`config.mk`:
```
export PLATFORM = sky130hd
export DESIGN_NAME = ram_burst_reader_flat
export DESIGN_NICKNAME = d
export VERILOG_FILES = /design/src/rtl/ram_burst_reader_pkg.sv /design/src/rtl/ram_burst_reader_if.sv /design/src/rtl/ram_burst_reader_fifo.sv /design/src/rtl/ram_burst_reader.sv /design/src/flat_wrapper.sv
export SDC_FILE = /design/constraint.sdc
export NUM_CORES = 1
export LEC_CHECK = 0
export ABC_AREA = 1
export CORE_ASPECT_RATIO = 0.8
export CORE_UTILIZATION = 40
export CTS_CLUSTER_DIAMETER = 100
export DETAILED_ROUTE_END_ITERATION = 7
export DONT_BUFFER_PORTS = 1
export PLACE_DENSITY_LB_ADDON = 0.2
export RECOVER_POWER = 25
export SLEW_MARGIN = 10
export SYNTH_ARGS = -nofsm -noshare
export SYNTH_HDL_FRONTEND = slang
export SYNTH_SLANG_ARGS = --single-unit
```
`constraint.sdc`:
```
create_clock -name clk -period 5.3 [get_ports clk]
set_input_delay 0.795 -clock clk [delete_from_list [all_inputs] [get_ports clk]]
set_output_delay 0.795 -clock clk [all_outputs]
set_load 0.01 [all_outputs]
```
`src/rtl/ram_burst_reader_pkg.sv`:
```
// ram_rd_pkg: shared widths and FSM state encoding for the RAM burst reader
package ram_rd_pkg;
  localparam int ADDR_W = 9;
  localparam int DATA_W = 16;
  localparam int LEN_W  = 10;
  typedef enum logic [1:0] {S_IDLE, S_READ, S_DRAIN, S_FIN} state_e;
endpackage

```
`src/rtl/ram_burst_reader_if.sv`:
```
// ram_burst_reader_if: control, RAM B-port and output stream signals of the burst reader
//   control: start, base_addr, burst_len -> busy, done
//   ram:     ram_ceb, ram_adb, ram_oce, ram_resetb -> ram_dout
//   stream:  m_valid, m_data, m_last with m_ready back-pressure
//   master = reader side, slave = environment side
interface ram_burst_reader_if;
  logic                           start;
  logic [ram_rd_pkg::ADDR_W-1:0]  base_addr;
  logic [ram_rd_pkg::LEN_W-1:0]   burst_len;
  logic                           busy;
  logic                           done;
  logic                           ram_ceb;
  logic [ram_rd_pkg::ADDR_W-1:0]  ram_adb;
  logic                           ram_oce;
  logic                           ram_resetb;
  logic [ram_rd_pkg::DATA_W-1:0]  ram_dout;
  logic                           m_valid;
  logic                           m_ready;
  logic [ram_rd_pkg::DATA_W-1:0]  m_data;
  logic                           m_last;
  modport master (
    input  start, base_addr, burst_len, ram_dout, m_ready,
    output busy, done, ram_ceb, ram_adb, ram_oce, ram_resetb, m_valid, m_data, m_last
  );
  modport slave (
    output start, base_addr, burst_len, ram_dout, m_ready,
    input  busy, done, ram_ceb, ram_adb, ram_oce, ram_resetb, m_valid, m_data, m_last
  );
endinterface

```
`src/rtl/ram_burst_reader_fifo.sv`:
```
// skid_fifo2: 2-entry FIFO absorbing RAM read latency under stream back-pressure
//   push_i/din_i write, pop_i/dout_o read head, count_o occupancy (0..2)
//   callers never push when full nor pop when empty
module skid_fifo2 #(
  parameter int W = 17
) (
  input  logic         clk,
  input  logic         rst_n,
  input  logic         push_i,
  input  logic [W-1:0] din_i,
  input  logic         pop_i,
  output logic [W-1:0] dout_o,
  output logic [1:0]   count_o
);
  logic [W-1:0] mem_q [2];
  logic         wr_q, rd_q;
  logic [1:0]   count_q;
  always_ff @(posedge clk or negedge rst_n)
    if (!rst_n) begin
      mem_q   <= '{default: '0};
      wr_q    <= 1'b0;
      rd_q    <= 1'b0;
      count_q <= 2'd0;
    end else begin
      if (push_i) mem_q[wr_q] <= din_i;
      wr_q    <= wr_q ^ push_i;
      rd_q    <= rd_q ^ pop_i;
      count_q <= count_q + 2'(push_i) - 2'(pop_i);
    end
  assign dout_o  = mem_q[rd_q];
  assign count_o = count_q;
endmodule

```
`src/rtl/ram_burst_reader.sv`:
```
// ram_burst_reader: fetches a LEN-word burst from a 512x16 SDPB RAM B port onto a valid/ready stream
//   clk, rst_n   clock and asynchronous active-low reset
//   rd (master)  start/base_addr/burst_len in, busy/done out; RAM ceb/adb/oce/resetb out,
//                dout in; stream m_valid/m_data/m_last out, m_ready in
module ram_burst_reader
  import ram_rd_pkg::*;
(
  input logic                clk,
  input logic                rst_n,
  ram_burst_reader_if.master rd
);
  state_e            state_q, state_d;
  logic [ADDR_W-1:0] base_q, base_d;
  logic [LEN_W-1:0]  len_q, len_d, issued_q, issued_d;
  logic              inflight_q, tag_q;
  logic              accept, pop, ceb, last_issue;
  logic [1:0]        count;
  logic [DATA_W:0]   head;
  assign accept = state_q == S_IDLE && rd.start;
  assign pop    = count != 2'd0 && rd.m_ready;
  // A word popped this cycle frees a slot before the newly issued word lands,
  // so the credit counts it; this keeps one word per cycle without overflow.
  assign ceb        = state_q == S_READ && 3'(count) + 3'(inflight_q) < 3'd2 + 3'(pop);
  assign last_issue = ceb && issued_q == len_q - LEN_W'(1);
  always_comb begin
    state_d = state_q;
    case (state_q)
      S_IDLE:  state_d = !rd.start ? S_IDLE : rd.burst_len == '0 ? S_FIN : S_READ;
      S_READ:  state_d = last_issue ? S_DRAIN : S_READ;
      S_DRAIN: state_d = pop && head[DATA_W] ? S_FIN : S_DRAIN;
      default: state_d = S_IDLE;
    endcase
    base_d   = accept ? rd.base_addr : base_q;
    len_d    = accept ? rd.burst_len : len_q;
    issued_d = accept ? '0 : issued_q + LEN_W'(ceb);
  end
  always_ff @(posedge clk or negedge rst_n)
    if (!rst_n) begin
      state_q    <= S_IDLE;
      base_q     <= '0;
      len_q      <= '0;
      issued_q   <= '0;
      inflight_q <= 1'b0;
      tag_q      <= 1'b0;
    end else begin
      state_q    <= state_d;
      base_q     <= base_d;
      len_q      <= len_d;
      issued_q   <= issued_d;
      inflight_q <= ceb;
      tag_q      <= last_issue;
    end
  // The last flag rides alongside the word so it stays aligned through the FIFO.
  skid_fifo2 #(.W(DATA_W + 1)) u_fifo (
    .clk     (clk),
    .rst_n   (rst_n),
    .push_i  (inflight_q),
    .din_i   ({tag_q, rd.ram_dout}),
    .pop_i   (pop),
    .dout_o  (head),
    .count_o (count)
  );
  assign rd.busy       = state_q != S_IDLE || rd.start;
  assign rd.done       = state_q == S_FIN;
  assign rd.ram_ceb    = ceb;
  assign rd.ram_adb    = base_q + issued_q[ADDR_W-1:0];
  assign rd.ram_oce    = 1'b1;
  assign rd.ram_resetb = 1'b0;
  assign rd.m_valid    = count != 2'd0;
  assign rd.m_data     = head[DATA_W-1:0];
  assign rd.m_last     = head[DATA_W];
endmodule

```
`src/flat_wrapper.sv`:
```
// flat-port wrapper written by rule: the top's interface ports become plain ports
module ram_burst_reader_flat import ram_rd_pkg::*;
  (clk, rst_n, rd_start, rd_base_addr, rd_burst_len, rd_ram_dout, rd_m_ready, rd_busy, rd_done, rd_ram_ceb, rd_ram_adb, rd_ram_oce, rd_ram_resetb, rd_m_valid, rd_m_data, rd_m_last);
  ram_burst_reader_if rd_i ();
  input logic clk;
  input logic rst_n;
  input wire logic [$bits(rd_i.start)-1:0] rd_start;
  input wire logic [$bits(rd_i.base_addr)-1:0] rd_base_addr;
  input wire logic [$bits(rd_i.burst_len)-1:0] rd_burst_len;
  input wire logic [$bits(rd_i.ram_dout)-1:0] rd_ram_dout;
  input wire logic [$bits(rd_i.m_ready)-1:0] rd_m_ready;
  output wire logic [$bits(rd_i.busy)-1:0] rd_busy;
  output wire logic [$bits(rd_i.done)-1:0] rd_done;
  output wire logic [$bits(rd_i.ram_ceb)-1:0] rd_ram_ceb;
  output wire logic [$bits(rd_i.ram_adb)-1:0] rd_ram_adb;
  output wire logic [$bits(rd_i.ram_oce)-1:0] rd_ram_oce;
  output wire logic [$bits(rd_i.ram_resetb)-1:0] rd_ram_resetb;
  output wire logic [$bits(rd_i.m_valid)-1:0] rd_m_valid;
  output wire logic [$bits(rd_i.m_data)-1:0] rd_m_data;
  output wire logic [$bits(rd_i.m_last)-1:0] rd_m_last;
  assign rd_i.start = rd_start;
  assign rd_i.base_addr = rd_base_addr;
  assign rd_i.burst_len = rd_burst_len;
  assign rd_i.ram_dout = rd_ram_dout;
  assign rd_i.m_ready = rd_m_ready;
  assign rd_busy = rd_i.busy;
  assign rd_done = rd_i.done;
  assign rd_ram_ceb = rd_i.ram_ceb;
  assign rd_ram_adb = rd_i.ram_adb;
  assign rd_ram_oce = rd_i.ram_oce;
  assign rd_ram_resetb = rd_i.ram_resetb;
  assign rd_m_valid = rd_i.m_valid;
  assign rd_m_data = rd_i.m_data;
  assign rd_m_last = rd_i.m_last;
  ram_burst_reader u_core (.clk(clk), .rst_n(rst_n), .rd(rd_i));
endmodule
```
Yosys cells after proc, flatten, opt, wreduce, memory -nomap -nowiden:

Cells that the tools add are included.

* register bits: 71
* logic and storage cells: 53

* add/sub/neg operators: 7
* $lt $le $gt $ge: 4
* equal/unequal tests: 4
* mux-type cells: 12
* bitwise operators: 4
* reduce and logical (&&, ||, !) cells: 11

Operator list (number)
* $mux W17: 4
* $bwmux W34: 1
* $demux W17 S1: 1
* $add A10 B1 Y10: 1
* $eq A10 B10 Y1: 1
* $logic_not A10 Y1: 1
* $mux W10: 1
* $sub A10 B1 Y10 const B: 1
* $add A9 B9 Y9: 1
* $logic_and A1 B1 Y1: 6
* $mux W2: 3
* $pmux W2 S3: 1
* $eq A2 B2 Y1 const B: 2
* $ge A2 B2 Y1 const B: 2
* $not A1 Y2: 2
* $reduce_bool A2 Y1: 2
* $add A2 B1 Y3: 1
* $add A2 B1 Y3 const A: 1
* $lt A3 B3 Y1: 1
* $add A2 B1 Y2: 1
* $eq A2 B1 Y1 const B: 1
* $logic_not A2 Y1: 1
* $lt A2 B1 Y1 const B: 1
* $sub A2 B1 Y2: 1
* 3 further kinds: 4

Longest topological paths before layout:

Gate-level depths: netlist of the first run.

* depth after elaboration: 8
* gate-level depth with buffers: 14

Hierarchy:

From an unflattened synthesis of the first run, not the netlist that was laid out.

* cell total of the unflattened synthesis: 506
* area total of the unflattened synthesis: 3950.0 um^2

By module, submodules not included
* ram_burst_reader: instances 1, cells each 304, area an instance 2238.4 um^2, sequential area each 825.8 um^2
* skid_fifo2: instances 1, cells each 202, area an instance 1711.6 um^2, sequential area each 950.9 um^2

Worst setup path before layout of the first run:

Ideal clock, no wire load.

* path kind: register -> output
* from: reg u_core.issued_q[0]
* to: out rd_ram_adb[6]
* arrival time: 1.725 ns
* path slack: 2.780 ns
* stages on the path, launching flop included: 9
* cells stage by stage: dfrtp_1 > ha_1 > inv_1 > fa_1 > o21ai_0 > a21oi_1 > nor2_1 > nor2_1 > xnor2_1

* cells in the longest elaborated chain, start to end: 1

Ends and longest elaborated chain
* start: declaration: line ram_burst_reader.sv:14 `logic [LEN_W-1:0] len_q, len_d, issued_q, issued_d;`
* start signal: assignment: line ram_burst_reader.sv:49 `issued_q <= issued_d;`
* $add A9 B9 Y9: line ram_burst_reader.sv:66 `assign rd.ram_adb = base_q + issued_q[ADDR_W-1:0];`
* end: declaration: line flat_wrapper.sv:15 `output wire logic [$bits(rd_i.ram_adb)-1:0] rd_ram_adb;`

No other way between the ends.

Worst setup path after layout of the first run:

Same ends and word-level chain as after synthesis.

==> run_results.csv, run 1 <==
group,metric,value,unit
sta,slew_headroom,30.9,%
grt,grt_pass1_vias,2738,
setup_path,path_delay_family,"adder cells",
routing,drt-initial-drc-count,116,
synth,ys_seq_area_share,46.5,%
sta,min_period,3140,ps
power_and_ir_drop,peakVddDrop,180,uV
setup_path,crit_buf_inv,1,
clock_network,insertion_delay,330,ps
routing,drc_errors,10,
floorplanning,die_w,111,um
clock_network,clock_sink_count,71,
final_layout,final_common_cell,"nand2_1",
sta,fin_tns_setup,0,ps
sta,slew_violations,0,
clock_network,h-tree-depth,3,
setup_path,cp.required,4510,ps
placement,globalplace.congestion,0.835,
grt,antenna_found_initial,0,
power_and_ir_drop,p_leak,2.14,nW
clock_network,cts-root-buf,"clkbuf_16",
clock_network,ctsLongestPathBuffers,2,
sta,tightest_slew,1040,ps
grt,grt_max_degree,72,
final_layout,drive_above_1_share,8.28,%
setup_path,crit_path_start_kind,"flop",
clock_network,cts_setup_buffers,0,
setup_path,rrSetupSlack,2780,ps
status,status,"finished with violations",
floorplanning,dieArea,9960,um2
final_layout,finalNetCount,523,
synth,synth_top_area_share,46.5,%
final_layout,final_cell_mix,"nand2_1, dfrtp_1, inv_1",
placement,dp.final_hpwl,5.75,mm
synth,synthCells,469,
sta,hold_viol,0,
floorplanning,rows,31,
min_path,hold_class,"input pin to async pin",
setup_path,worstSetupPathType,"flop to primary output",
routing,dr.pass1.iters,6,
synth,netlist_area,3820,um2
synth,yosys.cell_types.count,25,
setup_path,slowest_delay,440,ps
final_layout,fin_area,4200,um2
routing,via_per_inst,4.90,
setup_path,end_kind,"primary output",
clock_network,cts_tree,"done",
power_and_ir_drop,power_density,313,nW/um2
clock_network,clk_pin_slew,60,ps
routing,wl_per_cell,13.9,um
sta,skew,7.22,ps
sta,rsz0062_at_grt,"no",
setup_path,worstPathCellList,"ha_1 -> inv_1 -> fa_1 -> o21ai_0 -> a21oi_1 -> nor2_1 -> nor2_1 -> xnor2_1",
setup_path,cp_max_fo,3,
synth,synthesis.nets,526,
final_layout,syn_to_final_growth,9.78,%
final_layout,antenna_cells,0,
placement,place.port_buffers,0,
sta,fin_crit_sh,59.3,%
floorplanning,ioPinCount,71,
placement,dpl_cell_area,3910,um2
synth,synth_seq_cells,71,
setup_path,crit_arrival,2350,ps
synth,synth_top_cell_by_area,"dfrtp_1",
status,violations,"design-rule violations",
synth,synthTopCellsByArea,"dfrtp_1, nand2_1, o21ai_0",
routing,ant_nets,0,
grt,grt_pass1_wl,13.4,mm
setup_path,crit_slowest_cell,"o21ai_0",
grt,grt_usage,17.5,%
grt,grt-ovfl-total,0,
sta,finalSetupViolCount,0,
final_layout,multi_input_area,1740,um2
routing,wl,8.13,mm
synth,syn-mean-instance-area,8.15,um2
flow_run,maxCapViolCount,0,
setup_path,crit_top_cell,"nor2_1",
clock_network,post_cts_resized,0,
final_layout,fill_cells,901,
sta,clock.fmax,318,MHz
clock_network,hold_buffers,0,
clock_network,cts_buffers,9,
floorplanning,die_h,89.5,um
routing,dr_total_vias,2873,
synth,yosysWarnings,0,
floorplanning,initial_core_util,41.8,%
final_layout,seq_area,1780,um2
floorplanning,core_area,9150,um2
## metal layers
metal	GRT usage [%]	vias to the layer above	share of wire [%]	routed length [um]
li1	-	1471	-	-
met1	23.2	1338	49	4010
met2	27.7	56	45	3620
met3	6.24	8	5.1	414
met4	4.42	0	1.1	92
met5	0	-	0	0
## worst reg2reg max path, stage by stage (launching register included)
cell and delay (ps):
dfrtp_1 420, ha_1 200, ha_1 250, o21ai_0 70
nand3_1 110, inv_1 230, ha_1 240, ha_1 190
nand2_1 60, nor2_1 120, nand2_1 80, nor2_1 150
nand2_1 80, o21ai_0 140, a21oi_1 50
## worst paths after layout
kind                                    start                      end  depth (start not counted)
max in group asynchronous               rst_n  u_core.u_fifo.mem_q[11]                          0
min reg2reg                      u_core.tag_q  u_core.u_fifo.mem_q[33]                          2
min in group clk                 u_core.tag_q  u_core.u_fifo.mem_q[33]                          2
max reg2reg                 u_core.inflight_q       u_core.issued_q[8]                         14
max                        u_core.issued_q[0]            rd_ram_adb[6]                          8
min                                     rst_n          u_core.len_q[1]                          0
## power by group
group / switching (mW) / leakage [nW] / total [mW] / internal (mW)
Sequential: 0.0432 / 0.849 / 0.598 / 0.555
Combinational: 0.0822 / 1.15 / 0.122 / 0.0403
Clock: 0.217 / 0.140 / 0.593 / 0.377
Total: 0.342 / 2.14 / 1.31 / 0.971
## logic make-up after synthesis
family,share of synthesized area (%)
adder cells (fa/ha/maj),6.09
AND/OR/NAND/NOR,21.1
XOR/XNOR,3.89
buffers and inverters,8.11
multiplexers,5.01
other,0.196
flip-flops,46.5
AO/OA/AOI/OAI,9.16
## synth_stat cells
cell type	count
o211ai_1	2
nor3_2	1
nor2_1	27
nor2_2	3
xor2_1	7
dfrtp_1	71
a21oi_1	16
buf_4	2
o21ai_0	51
nand2_2	2
xnor2_1	10
mux2_2	17
clkbuf_1	8
nand3_1	19
nand3b_1	3
ha_1	17
nand4_1	3
nor3_1	5
inv_1	63
inv_2	1
nand2_1	132
fa_1	1
or2_2	1
conb_1	2
buf_2	5
## cell type report
cell class | instances | area share (%)
clock inverters | 3 | 1.01
multi-input cells | 319 | 41.4
inverters | 64 | 5.72
repair buffers | 1 | 0.179
flip-flops and latches | 71 | 42.3
well taps | 115 | 3.43
clock buffers | 13 | 5.96
## flip-flops by register name, summed over array words and instances (netlist names)
| register | flops |
|---|---|
| u_core.u_fifo.mem_q | 34 |
| u_core.issued_q | 10 |
| u_core.len_q | 10 |
| u_core.base_q | 9 |
| u_core.state_q | 2 |
| u_core.u_fifo.count_o | 2 |
| u_core.inflight_q | 1 |
| u_core.tag_q | 1 |
| u_core.u_fifo.rd_q | 1 |
| u_core.u_fifo.wr_q | 1 |
## metrics by stage
stage	worst slack (ps)	util [%]	total power [mW]	hold WS, ps	std cells
2_1_floorplan	2780	-	0.709	448	469
3_3_place_gp	2570	42.7	0.729	470	570
3_5_place_dp	2560	42.7	0.734	473	570
4_1_cts	2180	45.9	1.34	149	586
5_1_grt	1990	45.9	1.38	136	586
6_report	2160	45.9	1.31	156	586
Note: power is estimated with default switching activity, not from simulation.
==> run 2: changes to the inputs <==
Clock period 5.3 ns to 3 ns, I/O delays scaled along.
==> run 2 against run 1 <==
Against the previous run:
- routed wire length decreased by 4.1%
- sequential share of layout area is 0.52 points lower
- the flow finishes with violations (design-rule violations, max-capacitance violations, max-slew violations)
- clock power up 84%
- largest cell class unchanged
- register-to-register slack got worse by 2200 ps
- total power is 83% higher
==> run_results.csv, run 2 (synthesis results as in run 1) <==
group,metric,value,unit
flow_run,maxCapViolCount,1,
grt,grt_pass1_wl,13.2,mm
clock_network,cts-root-buf,"clkbuf_16",
grt,antenna_found_initial,0,
floorplanning,dieArea,9960,um2
routing,dr.pass1.iters,8,
placement,globalplace.congestion,0.811,
power_and_ir_drop,power.share.switching,26.7,%
sta,slew_headroom,-19.9,%
sta,hold_viol,0,
final_layout,largestRegisters,"u_core.u_fifo.mem_q (34), u_core.issued_q (10), u_core.len_q (10)",
clock_network,insertion_delay,330,ps
sta,min_period,2750,ps
clock_network,post_cts_resized,0,
floorplanning,initial_core_util,41.8,%
routing,via_per_inst,4.88,
sta,tightest_slew,1800,ps
power_and_ir_drop,switching_power,641,uW
min_path,hold_end,"u_core.base_q[2]",
power_and_ir_drop,power_density,564,nW/um2
sta,fin_crit_sh,91.7,%
power_and_ir_drop,p_seq_share,43.8,%
min_path,min_path_cells,2,
placement,place.port_buffers,0,
min_path,min_from,"rd_base_addr[2]",
final_layout,syn_to_final_growth,11.2,%
clock_network,cts_buffers,9,
routing,wl_per_cell,13.2,um
sta,skew,8.58,ps
setup_path,rrSetupSlack,630,ps
sta,clock.fmax,363,MHz
final_layout,regMostFlops,"u_core.u_fifo.mem_q",
clock_network,h-tree-depth,3,
power_and_ir_drop,p_clk_share,45.5,%
setup_path,worstRegToRegCells,14,
final_layout,fill_cells,920,
setup_path,reg2reg_to,"u_core.issued_q[8]",
setup_path,end_kind,"primary output",
routing,wl,7.80,mm
placement,post-place-ws,611,ps
grt,grt_pass1_vias,2730,
power_and_ir_drop,p_leak,2.17,nW
status,status,"finished with violations",
status,violations,"design-rule violations, max-capacitance violations, max-slew violations",
min_path,hold_class,"input pin to flop",
floorplanning,ioPinCount,71,
clock_network,ctsLongestPathBuffers,2,
power_and_ir_drop,internal_power,1.76,mW
routing,drt-initial-drc-count,145,
sta,slew_violations,72,
sta,fin_tns_setup,0,ps
clock_network,clock_sink_count,71,
floorplanning,die_h,89.5,um
setup_path,cp_max_fo,3,
sta,finalSetupViolCount,0,
final_layout,finalNetCount,528,
final_layout,final_common_cell,"nand2_1",
final_layout,antenna_cells,0,
grt,grt-ovfl-total,0,
setup_path,worstSetupPathType,"flop to primary output",
setup_path,crit_arrival,2300,ps
power_and_ir_drop,peakVddDrop,279,uV
grt,grt_max_degree,72,
sta,finalWorstSetupSlack,249,ps
routing,ant_nets,0,
final_layout,drive_above_1_share,9.66,%
setup_path,reg2reg_from,"u_core.inflight_q",
floorplanning,core_area,9150,um2
floorplanning,die_w,111,um
final_layout,largest_reg_flops,34,
grt,grt_usage,17.4,%
setup_path,slowest_delay,410,ps
setup_path,crit_slowest_cell,"o21ai_0",
clock_network,cts_tree,"done",
power_and_ir_drop,combPwrFrac,10.8,%
routing,drc_errors,10,
final_layout,final_cell_mix,"nand2_1, dfrtp_1, inv_1",
placement,dp.final_hpwl,5.63,mm
setup_path,cp.required,2550,ps
sta,rsz0062_at_grt,"no",
floorplanning,rows,31,
setup_path,crit_top_cell,"nor2_1",
routing,dr_total_vias,2882,
clock_network,clk_pin_slew,60,ps
setup_path,worstPathCellList,"ha_1 -> inv_1 -> fa_1 -> o21ai_0 -> a21oi_1 -> nor2_1 -> nor2_1 -> xnor2_1",
setup_path,crit_path_start_kind,"flop",
-- run 2: timing repair --
item	CTS	global route
hold buffers	1	0
endpoints found under the hold margin	71	0
setup buffers	0	0
-- run 2: area by class of cell --
cell class / count / area [um2] / area share, %
flip-flops and latches: 71 / 1780 / 41.8
multi-input cells: 319 / 1740 / 40.9
clock buffers: 12 / 256 / 6.03
inverters: 64 / 240 / 5.65
well taps: 115 / 144 / 3.39
clock inverters: 4 / 53.8 / 1.27
repair buffers: 6 / 42.5 / 1.00
-- run 2: worst max-delay path by stage --
stage	from	end	slack (ps)
2_1_floorplan	u_core.issued_q[0]	rd_ram_adb[6]	830
3_3_place_gp	u_core.issued_q[0]	rd_ram_adb[6]	620
3_5_place_dp	u_core.inflight_q	u_core.issued_q[8]	610
4_1_cts	u_core.issued_q[0]	rd_ram_adb[6]	250
5_1_grt	u_core.issued_q[0]	rd_ram_adb[6]	70
6_report	u_core.issued_q[0]	rd_ram_adb[6]	250
-- run 2: stage by stage --
stage | power (mW) | cell area (um2) | utilization, % | std cells | hold slack [ps]
4_1_cts | 2.45 | 4270 | 46.7 | 591 | 16.8
3_5_place_dp | 1.31 | 3940 | 43.0 | 574 | 157
6_report | 2.40 | 4250 | 46.4 | 591 | 232
5_1_grt | 2.52 | 4250 | 46.4 | 591 | 213
2_1_floorplan | 1.25 | 3820 | - | 469 | 154
3_3_place_gp | 1.31 | 3940 | 43.0 | 574 | 157
-- run 2: worst max-delay path: cells and delay by family (launching register included) --
kind | cells | cell delay [ps]
AND/OR/NAND/NOR | 2 | 160
AO/OA/AOI/OAI | 2 | 530
adder cells (fa/ha/maj) | 2 | 590
buffers and inverters | 1 | 60
flip-flops | 1 | 390
XOR/XNOR | 1 | 260
-- run 2: layer usage --
metal	GRT usage (%)	vias to the layer above	wire length (um)
met5	0	-	0
met4	6.27	0	82
met3	4.81	7	407
met2	27.0	57	3440
met1	23.6	1333	3860
li1	-	1485	-
-- run 2: power by group through the flow --
stage | sequential, mW | combinational, mW | clock, mW
6_report | 1.05 | 0.259 | 1.09
5_1_grt | 1.06 | 0.293 | 1.16
4_1_cts | 1.05 | 0.270 | 1.13
3_5_place_dp | 1.07 | 0.246 | 0
3_3_place_gp | 1.07 | 0.239 | 0
2_1_floorplan | 1.01 | 0.244 | 0
==> run 3: changes to the inputs <==
Settings changed: ABC_AREA 1 to 0.
==> run 3 against run 2 <==
Against the previous run:
- the flow finishes with violations (max-capacitance violations, max-slew violations)
- final cell count fell by 27%
- first-iteration DRC count is 66% lower
- sequential share of layout area increased by 1.2 points
- non-clock buffer count fell by 4
- critical path type unchanged
- global-route usage decreased by 1.4 points
==> run_results.csv, run 3 <==
group,metric,value,unit
synth,netlist_area,3730,um2
grt,grt_usage,16.0,%
synth,syn-mean-instance-area,12.0,um2
grt,grt_max_degree,72,
setup_path,worstSetupPathType,"flop to primary output",
synth,synth_top_cell_by_area,"dfrtp_1",
clock_network,cts-root-buf,"clkbuf_16",
sta,fin_crit_sh,92.1,%
routing,dr_total_vias,2218,
setup_path,crit_path_start_kind,"flop",
routing,drc_errors,0,
clock_network,h-tree-depth,3,
sta,rsz0062_at_grt,"no",
synth,yosysMostFrequentCell,"dfrtp_1",
setup_path,end_kind,"primary output",
setup_path,worstRegToRegCells,9,
setup_path,worstPathCellList,"ha_1 -> inv_1 -> fa_1 -> nor2b_1 -> o21ai_1 -> a21boi_1 -> o21ai_1 -> nor2b_1 -> xnor2_1",
min_path,hold_end,"u_core.len_q[0]",
floorplanning,ioPinCount,71,
final_layout,largest_reg_flops,34,
clock_network,insertion_delay,330,ps
status,violations,"max-capacitance violations, max-slew violations",
synth,synth_seq_cells,71,
final_layout,finalNetCount,368,
setup_path,reg2reg_to,"u_core.issued_q[8]",
setup_path,crit_slowest_cell,"fa_1",
power_and_ir_drop,power_density,1230,nW/um2
setup_path,slowest_delay,390,ps
setup_path,reg2reg_from,"u_core.inflight_q",
synth,yosysWarnings,0,
clock_network,ctsLongestPathBuffers,2,
placement,dp.final_hpwl,5.03,mm
grt,antenna_found_initial,0,
sta,fin_tns_setup,0,ps
clock_network,cts_setup_buffers,0,
sta,slew_headroom,-19.6,%
routing,via_per_inst,5.16,
synth,synthCells,312,
min_path,min_from,"rd_burst_len[0]",
routing,ant_nets,0,
placement,globalplace.congestion,0.737,
setup_path,cp_max_fo,3,
sta,finalSetupViolCount,0,
floorplanning,initial_core_util,41.3,%
synth,synth_top_area_share,47.6,%
grt,grt_pass1_vias,2230,
synth,ys_seq_area_share,47.6,%
floorplanning,core_area,9040,um2
clock_network,cts_buffers,9,
synth,yosys.cell_types.count,49,
sta,skew,4.65,ps
synth,async_reset_ff_share,100,%
power_and_ir_drop,peakVddDrop,425,uV
routing,wl,7.18,mm
power_and_ir_drop,p_leak,1.77,nW
routing,wl_per_cell,16.7,um
synth,synth_edf_count,0,
floorplanning,die_w,110,um
routing,dr.pass1.iters,4,
synth,ys_top_cells_by_count,"dfrtp_1, mux2_2, xnor2_1",
setup_path,crit_arrival,2310,ps
clock_network,clock_sink_count,71,
clock_network,cts_tree,"done",
min_path,min_path_cells,2,
final_layout,regMostFlops,"u_core.u_fifo.mem_q",
floorplanning,die_h,88.4,um
synth,synth_flop_cell,"dfrtp_1",
synth,synthesis.nets,369,
synth,synthTopCellsByArea,"dfrtp_1, mux2_2, ha_1",
floorplanning,dieArea,9720,um2
placement,place.port_buffers,0,
final_layout,fill_cells,797,
sta,whs,237,ps
status,status,"finished with violations",
final_layout,largestRegisters,"u_core.u_fifo.mem_q (34), u_core.issued_q (10), u_core.len_q (10)",
sta,tightest_slew,1790,ps
grt,grt_pass1_wl,11.7,mm
flow_run,maxCapViolCount,1,
setup_path,cp.required,2550,ps
setup_path,rrSetupSlack,460,ps
routing,drt-initial-drc-count,50,
clock_network,clk_pin_slew,60,ps
final_layout,antenna_cells,0,
final_layout,final_common_cell,"dfrtp_1",
floorplanning,rows,31,
sta,slew_violations,72,
final_layout,drive_above_1_share,27.6,%
final_layout,final_cell_mix,"dfrtp_1, mux2_2, xnor2_1",
final_layout,syn_to_final_growth,10.8,%
grt,grt-ovfl-total,0,
sta,min_period,2760,ps
min_path,hold_class,"input pin to flop",
sta,hold_viol,0,
sta,clock.fmax,362,MHz
-- run 3: changes by cell type after synthesis, sizes merged, moves of 3 or more --
cell    previous run  this run
nand2            134        14
inv               64        14
mux2              17        65
o21ai             51        15
nor2              30        14
nand3             19         4
xnor2             10        20
a21oi             16         8
nor2b              0         4
or3                0         4
and2               0         3
clkbuf             8         5
nand3b             3         0
-- run 3: metal layers --
metal	wire length, um	vias up	part of all wire, %	global-route usage (%)
met5	0	-	0	0
met2	3150	49	44	22.3
met4	77	0	1.1	5.33
li1	-	1079	-	-
met1	3500	1082	49	23.0
met3	451	8	6.3	5.67
-- run 3: critical path, delay by kind of cell, from the launching register on --
| family | cells | cell delay, ps |
|---|---|---|
| AO/OA/AOI/OAI | 3 | 410 |
| XOR/XNOR | 1 | 280 |
| adder cells (fa/ha/maj) | 2 | 570 |
| buffers and inverters | 1 | 50 |
| flip-flops | 1 | 380 |
| AND/OR/NAND/NOR | 2 | 290 |
-- run 3: worst max path at each step --
stage | from | endpoint | cells past startpoint
final | u_core.issued_q[0] | rd_ram_adb[6] | 9
after global routing | u_core.issued_q[0] | rd_ram_adb[8] | 9
after CTS | u_core.issued_q[0] | rd_ram_adb[6] | 9
after detailed placement | u_core.inflight_q | u_core.issued_q[8] | 9
after global placement | u_core.inflight_q | u_core.issued_q[6] | 9
after floorplan | u_core.issued_q[1] | rd_ram_adb[7] | 7
-- run 3: report_power, final --
part	total (mW)	leakage (nW)	internal (mW)	switching, mW
combinational	2.16	0.763	1.09	1.06
clock	1.12	0.151	0.721	0.399
sequential	1.81	0.859	1.40	0.413
-- run 3: kinds of logic (layout without fill, tap and decap cells) --
group,Yosys count,in the layout,synth area share [%]
AOI/OAI and AO/OA,33,33,5.74
muxes,66,66,19.9
adders and majority gates,18,18,6.24
and+or+nand+nor,66,66,10.2
other,2,2,0.201
buffers and inverters,28,31,3.32
xor gates and xnor gates,28,28,6.78
DFF,71,71,47.6
-- run 3: area by class of cell --
| type | instances | area, um2 | share of cell area, % |
|---|---|---|---|
| multi-input cells | 213 | 1840 | 44.4 |
| repair buffers | 2 | 12.5 | 0.303 |
| flip-flops and latches | 71 | 1780 | 43.0 |
| inverters | 14 | 52.6 | 1.27 |
| clock buffers | 9 | 225 | 5.45 |
| clock inverters | 6 | 86.3 | 2.09 |
| well taps | 115 | 144 | 3.48 |
-- run 3: metrics by stage --
stage	setup slack (ps)	std cells	util (%)	power (mW)	area, um2
final	236	430	45.7	5.09	4130
after floorplan	733	312	-	3.61	3730
after CTS	198	430	46.0	5.18	4160
after global routing	93.3	430	45.7	5.51	4130
after global placement	575	414	42.2	3.95	3820
after detailed placement	469	414	42.2	4.00	3820
-- run 3: timing repair --
| item | 4_1_cts | 5_1_grt |
|---|---|---|
| resized for setup | 0 | 0 |
| endpoints found under the setup margin | 0 | 0 |
| hold buffers | 1 | 0 |
| hold endpoints to repair | 71 | 0 |
